<file path="config.mk">
export PLATFORM = sky130hd
export DESIGN_NAME = id_ex_stage
export DESIGN_NICKNAME = d
export VERILOG_FILES = /design/src/rtl/id_ex_stage.sv
export SDC_FILE = /design/constraint.sdc
export NUM_CORES = 1
export LEC_CHECK = 0
export BUFFER_PORTS_ARGS = -buffer_cell sky130_fd_sc_hd__buf_2
export CORE_AREA = 3 3 149 151
export CTS_BUF_LIST = sky130_fd_sc_hd__clkbuf_8 sky130_fd_sc_hd__clkbuf_16
export DETAILED_ROUTE_END_ITERATION = 10
export DIE_AREA = 0 0 152 154
export PLACE_DENSITY = 0.83
export SLEW_MARGIN = 10
export SYNTH_ARGS = -nofsm -noshare
export SYNTH_HDL_FRONTEND = slang
export SYNTH_SLANG_ARGS = --single-unit
export TNS_END_PERCENT = 100
</file>
<file path="constraint.sdc">
create_clock -name clk -period 6.3 [get_ports clk]
set_clock_uncertainty 0.15 [all_clocks]
set_input_delay 0.315 -clock clk [delete_from_list [all_inputs] [get_ports clk]]
set_output_delay 0.315 -clock clk [all_outputs]
set_load 0.005 [all_outputs]
</file>
<file path="src/rtl/id_ex_stage.sv">
// ID/EX pipeline register. It detects load-use hazards and inserts bubbles, applies flushes and holds,
// forwards the WB result into the captured operands, and keeps saturating bubble/flush event counters.
module id_ex_stage #(
  parameter int XLEN  = 32,
  parameter int CNT_W = 16
) (
  input  logic              clk,
  input  logic              rst,
  input  logic              id_valid,
  input  logic [XLEN-1:0]   id_pc,
  input  logic [4:0]        id_rs1,
  input  logic [4:0]        id_rs2,
  input  logic [4:0]        id_rd,
  input  logic [XLEN-1:0]   id_rs1_data,
  input  logic [XLEN-1:0]   id_rs2_data,
  input  logic [XLEN-1:0]   id_imm,
  input  logic [8:0]        id_ctrl,
  input  logic              wb_regWrite,
  input  logic [4:0]        wb_rd,
  input  logic [XLEN-1:0]   wb_data,
  input  logic              flush,
  input  logic              ex_stall,
  output logic              ex_valid,
  output logic [XLEN-1:0]   ex_pc,
  output logic [XLEN-1:0]   ex_imm,
  output logic [4:0]        RS_1,
  output logic [4:0]        RS_2,
  output logic [4:0]        ex_rd,
  output logic [XLEN-1:0]   ex_rs1_data,
  output logic [XLEN-1:0]   ex_rs2_data,
  output logic [8:0]        ex_ctrl,
  output logic              load_use_stall,
  output logic [CNT_W-1:0]  bubble_cnt,
  output logic [CNT_W-1:0]  flush_cnt
);

  localparam int MemReadBit = 7;
  localparam logic [CNT_W-1:0] CntOne = {{(CNT_W-1){1'b0}}, 1'b1};

  logic              exValid_q, exValid_d;
  logic [XLEN-1:0]   exPc_q, exPc_d;
  logic [XLEN-1:0]   exImm_q, exImm_d;
  logic [4:0]        rs1_q, rs1_d;
  logic [4:0]        rs2_q, rs2_d;
  logic [4:0]        rd_q, rd_d;
  logic [XLEN-1:0]   rs1Data_q, rs1Data_d;
  logic [XLEN-1:0]   rs2Data_q, rs2Data_d;
  logic [8:0]        ctrl_q, ctrl_d;
  logic [CNT_W-1:0]  bubbleCnt_q, bubbleCnt_d;
  logic [CNT_W-1:0]  flushCnt_q, flushCnt_d;

  logic hazard;
  logic doHold;
  logic doBubble;
  logic wbHitId1, wbHitId2;
  logic wbHitEx1, wbHitEx2;

  assign hazard = id_valid & exValid_q & ctrl_q[MemReadBit] & (rd_q != 5'd0) &
                  ((rd_q == id_rs1) | (rd_q == id_rs2));

  assign doHold   = ~flush & ex_stall;
  assign doBubble = ~flush & ~ex_stall & hazard;

  assign load_use_stall = doBubble;

  // x0 is never bypassed, so its operand always comes straight from the register file.
  assign wbHitId1 = wb_regWrite & (wb_rd != 5'd0) & (wb_rd == id_rs1);
  assign wbHitId2 = wb_regWrite & (wb_rd != 5'd0) & (wb_rd == id_rs2);
  assign wbHitEx1 = exValid_q & wb_regWrite & (wb_rd != 5'd0) & (wb_rd == rs1_q);
  assign wbHitEx2 = exValid_q & wb_regWrite & (wb_rd != 5'd0) & (wb_rd == rs2_q);

  always_comb begin
    exValid_d   = exValid_q;
    exPc_d      = exPc_q;
    exImm_d     = exImm_q;
    rs1_d       = rs1_q;
    rs2_d       = rs2_q;
    rd_d        = rd_q;
    rs1Data_d   = rs1Data_q;
    rs2Data_d   = rs2Data_q;
    ctrl_d      = ctrl_q;
    bubbleCnt_d = bubbleCnt_q;
    flushCnt_d  = flushCnt_q;

    if (flush) begin
      exValid_d = 1'b0;
      ctrl_d    = 9'd0;
      if (flushCnt_q != {CNT_W{1'b1}}) flushCnt_d = flushCnt_q + CntOne;
    end else if (doHold) begin
      // A held instruction must still see a register written back while it waits.
      if (wbHitEx1) rs1Data_d = wb_data;
      if (wbHitEx2) rs2Data_d = wb_data;
    end else if (doBubble) begin
      exValid_d = 1'b0;
      ctrl_d    = 9'd0;
      rs1_d     = 5'd0;
      rs2_d     = 5'd0;
      rd_d      = 5'd0;
      if (bubbleCnt_q != {CNT_W{1'b1}}) bubbleCnt_d = bubbleCnt_q + CntOne;
    end else begin
      exValid_d = id_valid;
      exPc_d    = id_pc;
      exImm_d   = id_imm;
      rs1_d     = id_rs1;
      rs2_d     = id_rs2;
      rd_d      = id_rd;
      rs1Data_d = wbHitId1 ? wb_data : id_rs1_data;
      rs2Data_d = wbHitId2 ? wb_data : id_rs2_data;
      ctrl_d    = id_valid ? id_ctrl : 9'd0;
    end
  end

  always_ff @(posedge clk or posedge rst) begin
    if (rst) begin
      exValid_q   <= 1'b0;
      exPc_q      <= '0;
      exImm_q     <= '0;
      rs1_q       <= 5'd0;
      rs2_q       <= 5'd0;
      rd_q        <= 5'd0;
      rs1Data_q   <= '0;
      rs2Data_q   <= '0;
      ctrl_q      <= 9'd0;
      bubbleCnt_q <= '0;
      flushCnt_q  <= '0;
    end else begin
      exValid_q   <= exValid_d;
      exPc_q      <= exPc_d;
      exImm_q     <= exImm_d;
      rs1_q       <= rs1_d;
      rs2_q       <= rs2_d;
      rd_q        <= rd_d;
      rs1Data_q   <= rs1Data_d;
      rs2Data_q   <= rs2Data_d;
      ctrl_q      <= ctrl_d;
      bubbleCnt_q <= bubbleCnt_d;
      flushCnt_q  <= flushCnt_d;
    end
  end

  assign ex_valid    = exValid_q;
  assign ex_pc       = exPc_q;
  assign ex_imm      = exImm_q;
  assign RS_1        = rs1_q;
  assign RS_2        = rs2_q;
  assign ex_rd       = rd_q;
  assign ex_rs1_data = rs1Data_q;
  assign ex_rs2_data = rs2Data_q;
  assign ex_ctrl     = ctrl_q;
  assign bubble_cnt  = bubbleCnt_q;
  assign flush_cnt   = flushCnt_q;

endmodule
</file>
After elaboration in Yosys (flattened, before gate mapping):

Cells that the tools add are included.

* reductions and logical operators: 8
* eq/ne operators: 12
* multiplexer cells: 18
* add/sub/neg operators: 2
* bitwise logic cells: 19

Operator list (count)
* 2-to-1 mux 32 bit: 8
* 2-to-1 mux 9 bit: 4
* adder 16 x 1 -> 16 bit, second input constant: 2
* != test 16 bit, second input constant: 2
* equality test 5 bit: 6
* 2-to-1 mux 5 bit: 3
* bitwise AND 1 bit: 14
* nonzero test 5 bit: 2
* AND reduction 3 bit: 3
* != test 2 x 1 -> 1 bit, second input constant: 3
* inverter 1 bit: 4
* AND reduction 2 bit: 2
* AND reduction 4 bit: 1
* 2-to-1 mux 1 bit: 3
* != test 2 bit, second input constant: 1
* OR 1 bit: 1

* register bits after elaboration: 185
* bits of input ports: 195

Depth between registers and ports, before layout:

Gate-level depths: netlist (run 1).

* depth in word-level cells: 8
* mapped depth: 8
* mapped depth without buffers: 7

Worst setup path after synthesis (run 1):

No wires, ideal clock.

* kind: register to register
* start point: reg rd_q[1], in the netlist ex_rd[1]
* end point: reg exImm_q[29], in the netlist ex_imm[29]
* stages on the path, launching flop included: 7
* arrival: 2.102 ns
* path buffers: 2
* slack: 3.923 ns
* cell sequence: dfrtp_1 or4_1 o2111ai_2 o21a_2 buf_6 buf_6 mux2_2

* longest elaborated chain between the ends: 6
* elaborated cells between the ends (all ways): 9
* classes of those cells: eq/ne: 2; bitwise: 5; reduce/logical: 2

Ends and longest elaborated chain
* start: declaration: line 45 `logic [4:0] rd_q, rd_d;`
* start signal: assignment: line 132 `rd_q <= rd_d;`
* equality test 5 bit or nonzero test 5 bit (tied branches): line 59, 58
* OR 1 bit or bitwise AND 1 bit (tied branches): line 59, 58
* bitwise AND 1 bit *: line 58 `assign hazard = id_valid & exValid_q & ctrl_q[MemReadBit] & (rd_q != 5'd0) &`
* bitwise AND 1 bit *: line 62 `assign doBubble = ~flush & ~ex_stall & hazard;`
* inverter 1 bit (no line) *
* AND reduction 3 bit (no line) *
* end signal: assignment: line 129 `exImm_q <= exImm_d;`
* end: declaration: line 42 `logic [XLEN-1:0] exImm_q, exImm_d;`

Mark *: on every way between the ends. The rest lies on a longest branch, timed or not.
A chain may end at the register's enable or synchronous reset.

Worst setup path in the final report (run 1):

* start point: in id_rs2[3]
* end point: reg rs2Data_q[31], in the netlist ex_rs2_data[31]

* longest elaborated chain between the ends: 6
* elaborated cells between the ends (all ways): 11
* classes of those cells: eq/ne: 3; mux: 3; bitwise: 4; reduce/logical: 1

Ends and longest elaborated chain
* start: declaration: line 12 `input logic [4:0] id_rs2,`
* equality test 5 bit: line 59 `((rd_q == id_rs1) | (rd_q == id_rs2));`
* OR 1 bit: line 59
* bitwise AND 1 bit: line 58
* bitwise AND 1 bit: line 62
* != test 2 x 1 -> 1 bit (no line)
* AND reduction 3 bit (no line)
* end signal: assignment: line 134 `rs2Data_q <= rs2Data_d;`
* end: declaration: line 47 `logic [XLEN-1:0] rs2Data_q, rs2Data_d;`

Parallel ways exist; a longest one is shown, timed or not. The select of a mux whose other input is x is not followed.

==> results.txt, run 1 <==
----------------------------------------------------
[Layout]
  Number of inserted filler cells in the final layout ... 1706
  Net count of the finished layout ... 1275
  Register area ... 0.004629 mm2
  Area Growth Syn to Fin ... 38.74%
  Area of all placed cells without fillers ... 0.01224 mm2
  Area occupied by multi-input gates ... 0.003908 mm2
  Fraction of layout cells with a size suffix above 1 ... 0.5536
  Final design utilization ... 0.5842

[Power and ir drop]
  Power density cells ... 264.1 mW/mm2
  Share of power burned in combinational logic ... 0.213
  Flop pwr share ... 0.454
  Design internal power ... 2.343 mW
  Part of the power in the clock network ... 0.333
  Leakage ... 6.061 nW
  P_sw ... 890.0 uW
  Maximum VDD drop ... 0.1795 mV
  Switching share of power ... 0.2752

[Drt]
  Vias ... 6808
  Drt first-iter violations ... 288
  Length of the first detailed-routing pass in iterations ... 4
  Number of nets with antenna violations after routing ... 0
  DRC viols ... 0
  Detailed Route WL ... 25880 um
  Via count normalized by instance count ... 4.973
  Mean routed wirelength per cell ... 18.91 um

[Timing]
  Total count of max-transition violations in the final report ... 0
  Setup TNS after final layout ... 0 ns
  Transition time of the tightest slew-check pin ... 1.112 ns
  Time the final worst path needs with I/O delays and setup ... 3.420 ns
  Unrepaired setup endpoints after global routing ... false
  Worst rel slew slack ... 0.2585
  Hold violation count in the final report ... 0
  Final-report setup violation count ... 0
  Post-route clock period utilization ... 0.5429
  Peak Freq ... 292.4 MHz

[Clocking]
  Max clock buf depth ... 2
  Clock sink count ... 185
  CTS clk-pin slew, worst paths ... 0.07 ns
  TritonCTS Buffers ... 17
  Clock network latency to the later pin of the worst-skew pair ... 0.42 ns
  Count of instances resized after the clock tree is built ... 0
  TritonCTS clock tree ... yes
  H-tree levels ... 4
  Clock root buffer ... clkbuf_16

[Synth]
  Top post-synthesis cells by area ... dfrtp_1 (52%), mux2_2 (14%), mux2_4 (10%)
  Ys Warns ... 0
  Ys flop type ... dfrtp_1
  List of most frequent post-synthesis cells ... dfrtp_1 (185), mux2_2 (112), mux2_4 (60)
  Per-instance average area after synthesis ... 14.03 um2
  Cell variety after synth ... 40
  Post-synth top area share ... 0.5247
  Most frequent cell after synthesis ... dfrtp_1
  FF+latch count, synth ... 185
  Mapped Nets ... 826
  Cell taking the most area after synthesis ... dfrtp_1
  Post-Synthesis Cell Area ... 0.008823 mm2
  EDFF count, synth ... 0
  Number of instances in the synthesized netlist ... 629
  Share of flip-flops with an asynchronous set or reset after synthesis ... 1.000
  Register area share after synthesis ... 0.5247

[Worst setup path]
  Stage delay of the slowest cell on the critical path ... 0.94 ns
  FF-to-FF Start ... ex_rd[1]
  Worst-path maximum fanout ... 76
  Reg2Reg Depth ... 5
  Slowest cell on crit path ... o21a_4
  Number of buffer and inverter stages on the critical path ... 2
  Crit path from ... id_rs2[3]
  Data required, critical path ... 6.45 ns
  Signal arrival time at the worst endpoint ... 3.57 ns
  Category of the most critical setup path ... in -> reg
  Cell family contributing the most delay on the critical path ... compound AO/OA/AOI/OAI gates
  Stages on worst setup path ... 8
  Type of destination of the critical path ... flop
  Startpoint type of the worst setup path ... primary input
  Cells along the critical path ... dlygate4sd3_1 -> buf_2 -> xor2_1 -> nor2_1 -> a22oi_1 -> o21a_4 -> nor2_4 -> mux2_2

[Die]
  Die height ... 154 um
  Top-level I/O count ... 381
  Chip width ... 152 um
  Total Die Area ... 0.02341 mm2
  Number of placement rows ... 53
  Starting density of the core ... 0.4211
  Core region area ... 0.02096 mm2

[Global routing]
  Via count of the first global-routing pass ... 7331
  Pin count of the biggest net entering global routing ... 78
  GRT Util Overall ... 0.2181
  Wire length of the first global-routing pass ... 40560 um
  Number of antenna violations at the first check in global routing ... 4
  Sum of overflow across all layers after global routing ... 0

[Hold path]
  Hold path startpoint ... id_rs1[4]
  Min-Delay Path Class ... in -> reg
  Cells on Worst Hold Path ... 3

[Run status]
  Result of the run ... completed

[Placement]
  Weighted congestion at the end of routability-driven global placement ... 0.8666
  Port Buf Inserts ... 380
  Cell area after placement ... 0.01083 mm2
  Sum of net half-perimeters after detailed placement ... 18590 um

[Job]
  MaxCap Viol Count ... 0

----------------------------------------------------
final timing paths:
check / end / slack (ns)
worst min register to register: ex_imm[27] / 0.33
min in group asynchronous: ex_imm[0] / 0.31
worst max-delay path: ex_rs2_data[31] / 2.88
max in group asynchronous: ex_pc[24] / 4.36
worst min-delay path: RS_1[4] / 0.02
worst max register to register: ex_rs2_data[31] / 2.93
worst min-delay path, delay by kind of cell:
family          cells  cell delay (ns)
buf+inv             1             0.13
simple gates        1             0.05
compound gates      1             0.06
cells by family after synthesis:
kind of cell / Yosys count / share of synthesized area
mux: 195 / 0.2744
xor+xnor: 58 / 0.05757
simple gates: 124 / 0.07913
flops: 185 / 0.5247
buf+inv: 37 / 0.03318
fa+ha+maj: 2 / 0.002836
compound gates: 28 / 0.02822
metal layers:
metal / track usage / part of all wire / vias up
met5: 0 / 0.00027 / -
met4: 0.09717 / 0.035 / 2
met3: 0.06164 / 0.069 / 64
met2: 0.3819 / 0.52 / 268
met1: 0.2492 / 0.38 / 3347
li1: - / - / 3127
stage by stage:
step	power (mW)	hold WS, ns	setup slack (ns)	std cells
6_report	3.233	0.02210	2.880	1369
5_1_grt	3.405	0.02961	2.699	1369
4_1_cts	3.276	0.001017	2.880	1366
3_5_place_dp	2.144	0.2176	2.930	1253
3_3_place_gp	2.115	0.2108	3.024	1253
2_1_floorplan	1.818	0.2977	0.8063	629
power by group through the flow:
stage	clock network (mW)	logic (mW)	registers (mW)
global placement	0	0.635	1.48
CTS	1.11	0.696	1.47
global route	1.16	0.748	1.49
floorplan	0	0.324	1.49
finish	1.08	0.688	1.47
detailed placement	0	0.654	1.49
registers in the layout (all words and copies together) (netlist names):
signal / cells
flush_cnt: 16
ex_rd: 5
RS_1: 5
ex_imm: 32
ex_rs2_data: 32
bubble_cnt: 16
ex_rs1_data: 32
ex_valid: 1
RS_2: 5
ex_ctrl: 9
ex_pc: 32
cells in the final DEF, fill, tap and decap left out, types with 5 or more instances in the layout:
master,netlist,final
nand2_1,47,47
clkbuf_16,0,17
xnor2_1,29,29
xor2_1,29,29
nor3_1,7,7
buf_2,6,380
o21ai_0,10,10
nand3_1,21,21
a32o_1,9,9
mux2_4,60,60
inv_6,0,5
mux2_1,23,23
and3_1,5,5
and4_1,11,11
dlygate4sd3_1,0,81
nand4_1,6,6
dfrtp_1,185,185
mux2_2,112,112
nor2_1,9,9
layout make-up:
type	count	share of cell area
Sequential cell	185	0.3782
Inverter	2	0.001022
Clock inverter	12	0.01073
Clock buffer	20	0.03812
Antenna cell	3	0.0006132
Multi-Input combinational cell	407	0.3192
Tap cell	275	0.02811
Timing Repair Buffer	465	0.2240
what timing repair did:
| item | in CTS | in global routing |
|---|---|---|
| endpoints found under the hold margin | 121 | 0 |
| buffers inserted | 0 | 0 |
| setup endpoints to repair | 0 | 0 |
| hold buffers | 81 | 0 |
(Power assumes the default switching activity.)
==> run 2, diff against run 1 <==
--- a/config.mk
+++ b/config.mk
@@ -6,11 +6,11 @@
 export NUM_CORES = 1
 export LEC_CHECK = 0
 export BUFFER_PORTS_ARGS = -buffer_cell sky130_fd_sc_hd__buf_2
-export CORE_AREA = 3 3 149 151
+export CORE_MARGIN = 3
+export CORE_UTILIZATION = 43
 export CTS_BUF_LIST = sky130_fd_sc_hd__clkbuf_8 sky130_fd_sc_hd__clkbuf_16
 export DETAILED_ROUTE_END_ITERATION = 10
-export DIE_AREA = 0 0 152 154
-export PLACE_DENSITY = 0.83
+export PLACE_DENSITY = 0.87
 export SLEW_MARGIN = 10
 export SYNTH_ARGS = -nofsm -noshare
 export SYNTH_HDL_FRONTEND = slang
==> constraint.sdc (replaced) <==
create_clock -name clk -period 3.1 [get_ports clk]
set_clock_uncertainty 0.15 [all_clocks]
set_input_delay 0.155 -clock clk [delete_from_list [all_inputs] [get_ports clk]]
set_output_delay 0.155 -clock clk [all_outputs]
set_load 0.005 [all_outputs]
==> results.txt, run 2 (synthesized netlist as in run 1, its figures left out) <==
----------------------------------------------------
[Run status]
  Result of the run ... completed

[Global routing]
  GRT Util Overall ... 0.2753 (+0.05717)
  Via count of the first global-routing pass ... 8411 (+15%)
  Wire length of the first global-routing pass ... 47090 um (+16%)
  Number of antenna violations at the first check in global routing ... 6 (+2)
  Pin count of the biggest net entering global routing ... 186 (+140%)
  Sum of overflow across all layers after global routing ... 0 (unchanged)

[Placement]
  Port Buf Inserts ... 380 (unchanged)
  Number of cells in the design after placement ... 1246 (-0.56%)
  Sum of net half-perimeters after detailed placement ... 18740 um (+0.79%)
  Weighted congestion at the end of routability-driven global placement ... 0.8444 (-2.6%)

[Power and ir drop]
  Leakage ... 6.612 nW (+9.1%)
  Pwr Total ... 6.889 mW (+110%)
  Maximum VDD drop ... 0.3881 mV (+120%)
  Power density cells ... 507.3 mW/mm2 (+92%)

[Drt]
  Vias ... 7667 (+13%)
  Highest routing layer actually used ... met5
  Drt first-iter violations ... 330 (+15%)
  Detail Route met2 WL ... 16540 um (+23%)
  Mean routed wirelength per cell ... 21.11 um (+12%)
  Length of the first detailed-routing pass in iterations ... 5 (+1)
  Number of nets with antenna violations after routing ... 0 (unchanged)
  Routed metal-1 wire length ... 11200 um (+15%)
  DRC viols ... 0 (unchanged)
  Via count normalized by instance count ... 5.132 (+3.2%)
  Wire length on met3 ... 2171 um (+22%)
  Detailed Route WL ... 31540 um (+22%)

[Worst setup path]
  Data required, critical path ... 3.26 ns (-3.19 ns)
  Signal arrival time at the worst endpoint ... 3.22 ns (-0.35 ns)
  Type of destination of the critical path ... flop
  Category of the most critical setup path ... in -> reg
  Startpoint type of the worst setup path ... primary input
  Worst-path maximum fanout ... 32 (-58%)

[Clocking]
  H-tree levels ... 4 (unchanged)
  CTS clk-pin slew, worst paths ... 0.07 ns (about the same)
  TritonCTS clock tree ... yes
  Clock root buffer ... clkbuf_16
  Post-CTS setup-driven buffer insertion count ... 0 (unchanged)
  Max clock buf depth ... 2 (unchanged)
  TritonCTS Buffers ... 17 (unchanged)
  Clock sink count ... 185 (unchanged)
  Clock network latency to the later pin of the worst-skew pair ... 0.43 ns (about the same)

[Timing]
  Final-report setup violation count ... 0 (unchanged)
  Peak Freq ... 327.3 MHz
  Post-route clock period utilization ... 0.9856
  Setup TNS after final layout ... 0 ns (unchanged)
  Unrepaired setup endpoints after global routing ... false
  Hold violation count in the final report ... 0 (unchanged)
  Time the final worst path needs with I/O delays and setup ... 3.055 ns
  Worst rel slew slack ... 0.2814 (+0.02289)
  Total count of max-transition violations in the final report ... 0 (unchanged)
  Transition time of the tightest slew-check pin ... 1.078 ns (-0.03434 ns)

[Layout]
  Number of non-filler instances in the completed layout ... 1494 (+9.1%)
  Fraction of layout cells with a size suffix above 1 ... 0.4955 (-0.05812)
  Most common cell after layout, fill and taps aside ... buf_2
  Net count of the finished layout ... 1408 (+10%)
  Most used cells in the layout excluding fill and tap cells ... buf_2 (380), dlygate4sd3_1 (211), dfrtp_1 (185)
  Area Growth Syn to Fin ... 53.89%

[Die]
  Core region area ... 0.01978 mm2 (-5.6%)
  Starting density of the core ... 0.4460 (+0.02498)
  Die height ... 149.2 um (-3.1%)
  Top-level I/O count ... 381 (unchanged)
  Total Die Area ... 0.02227 mm2 (-4.8%)
  Chip width ... 149.2 um (-1.8%)
  Number of placement rows ... 51 (-3.8%)

[Job]
  MaxCap Viol Count ... 0 (unchanged)

[Hold path]
  Min-Delay Path Class ... in -> reg

----------------------------------------------------
run 2: changes by cell type in the layout (fill, tap and decap cells not counted), sizes merged:
cell,change
diode,+3
clkinv,+3
buf,+3
bufinv,+2
clkbuf,-3
inv,-6
dlygate4sd3,+130
clkinvlp,+3
run 2: area by class of cell:
class | count | area (um2)
Clock inverter | 14 | 171.4
Sequential cell | 185 | 4629
Multi-Input combinational cell | 407 | 3908
Antenna cell | 6 | 15.01
Clock buffer | 17 | 425.4
Timing Repair Buffer | 598 | 4086
Fill cell | 1366 | 6203
Inverter | 2 | 11.26
Tap cell | 265 | 331.6
run 2: path summary, 6_finish.rpt:
path | from | end | slack [ns] | cells after the start
max | id_rs1[3] | ex_rs1_data[6] | 0.04 | 10
min | wb_data[11] | ex_rs1_data[11] | 0.04 | 3
max reg2reg | ex_rd[1] | ex_pc[3] | 0.19 | 5
min reg2reg | ex_pc[22] | ex_pc[22] | 0.33 | 1
max in group asynchronous | rst | ex_ctrl[1] | 1.57 | 4
min in group asynchronous | rst | ex_ctrl[8] | 0.36 | 4
run 2: per-layer routing:
layer | track usage | vias up
met5 | 0 | -
met4 | 0.1510 | 2
met3 | 0.07840 | 110
met2 | 0.4908 | 372
met1 | 0.2928 | 3780
li1 | - | 3403
run 2: worst max-delay path, stage by stage:
cell	delay (ns)
dlygate4sd3_1	0.56
buf_2	0.16
xor2_1	0.16
nor3_1	0.20
nand3_1	0.15
o21ai_4	0.14
buf_6	0.41
mux2_4	0.34
dlygate4sd3_1	0.59
mux2_2	0.30
run 2: power breakdown:
part           switching [mW]  leakage, nW  total [mW]  internal, mW
logic                   0.683         4.06        1.62         0.938
registers               0.259         2.26        3.02          2.76
clock network           0.977        0.291        2.25          1.27
total                    1.92         6.61        6.89          4.97
run 2: through the flow:
step / util / cell area (um2) / hold WS [ns] / setup slack (ns)
3_5_place_dp: 0.5483 / 10850 / 0.2256 / 0.2330
6_report: 0.6864 / 13580 / 0.03663 / 0.04476
2_1_floorplan: - / 8827 / 0.1377 / 0.4165
5_1_grt: 0.6863 / 13580 / 0.02626 / 0.005840
3_3_place_gp: 0.5483 / 10850 / 0.2212 / 0.2848
4_1_cts: 0.6853 / 13560 / 0.006587 / 0.003104
run 2: repair_timing:
item                                    CTS  global route
endpoints found under the hold margin   338             0
resized for setup                         0             2
hold buffers                            211             0
endpoints found under the setup margin    0            55
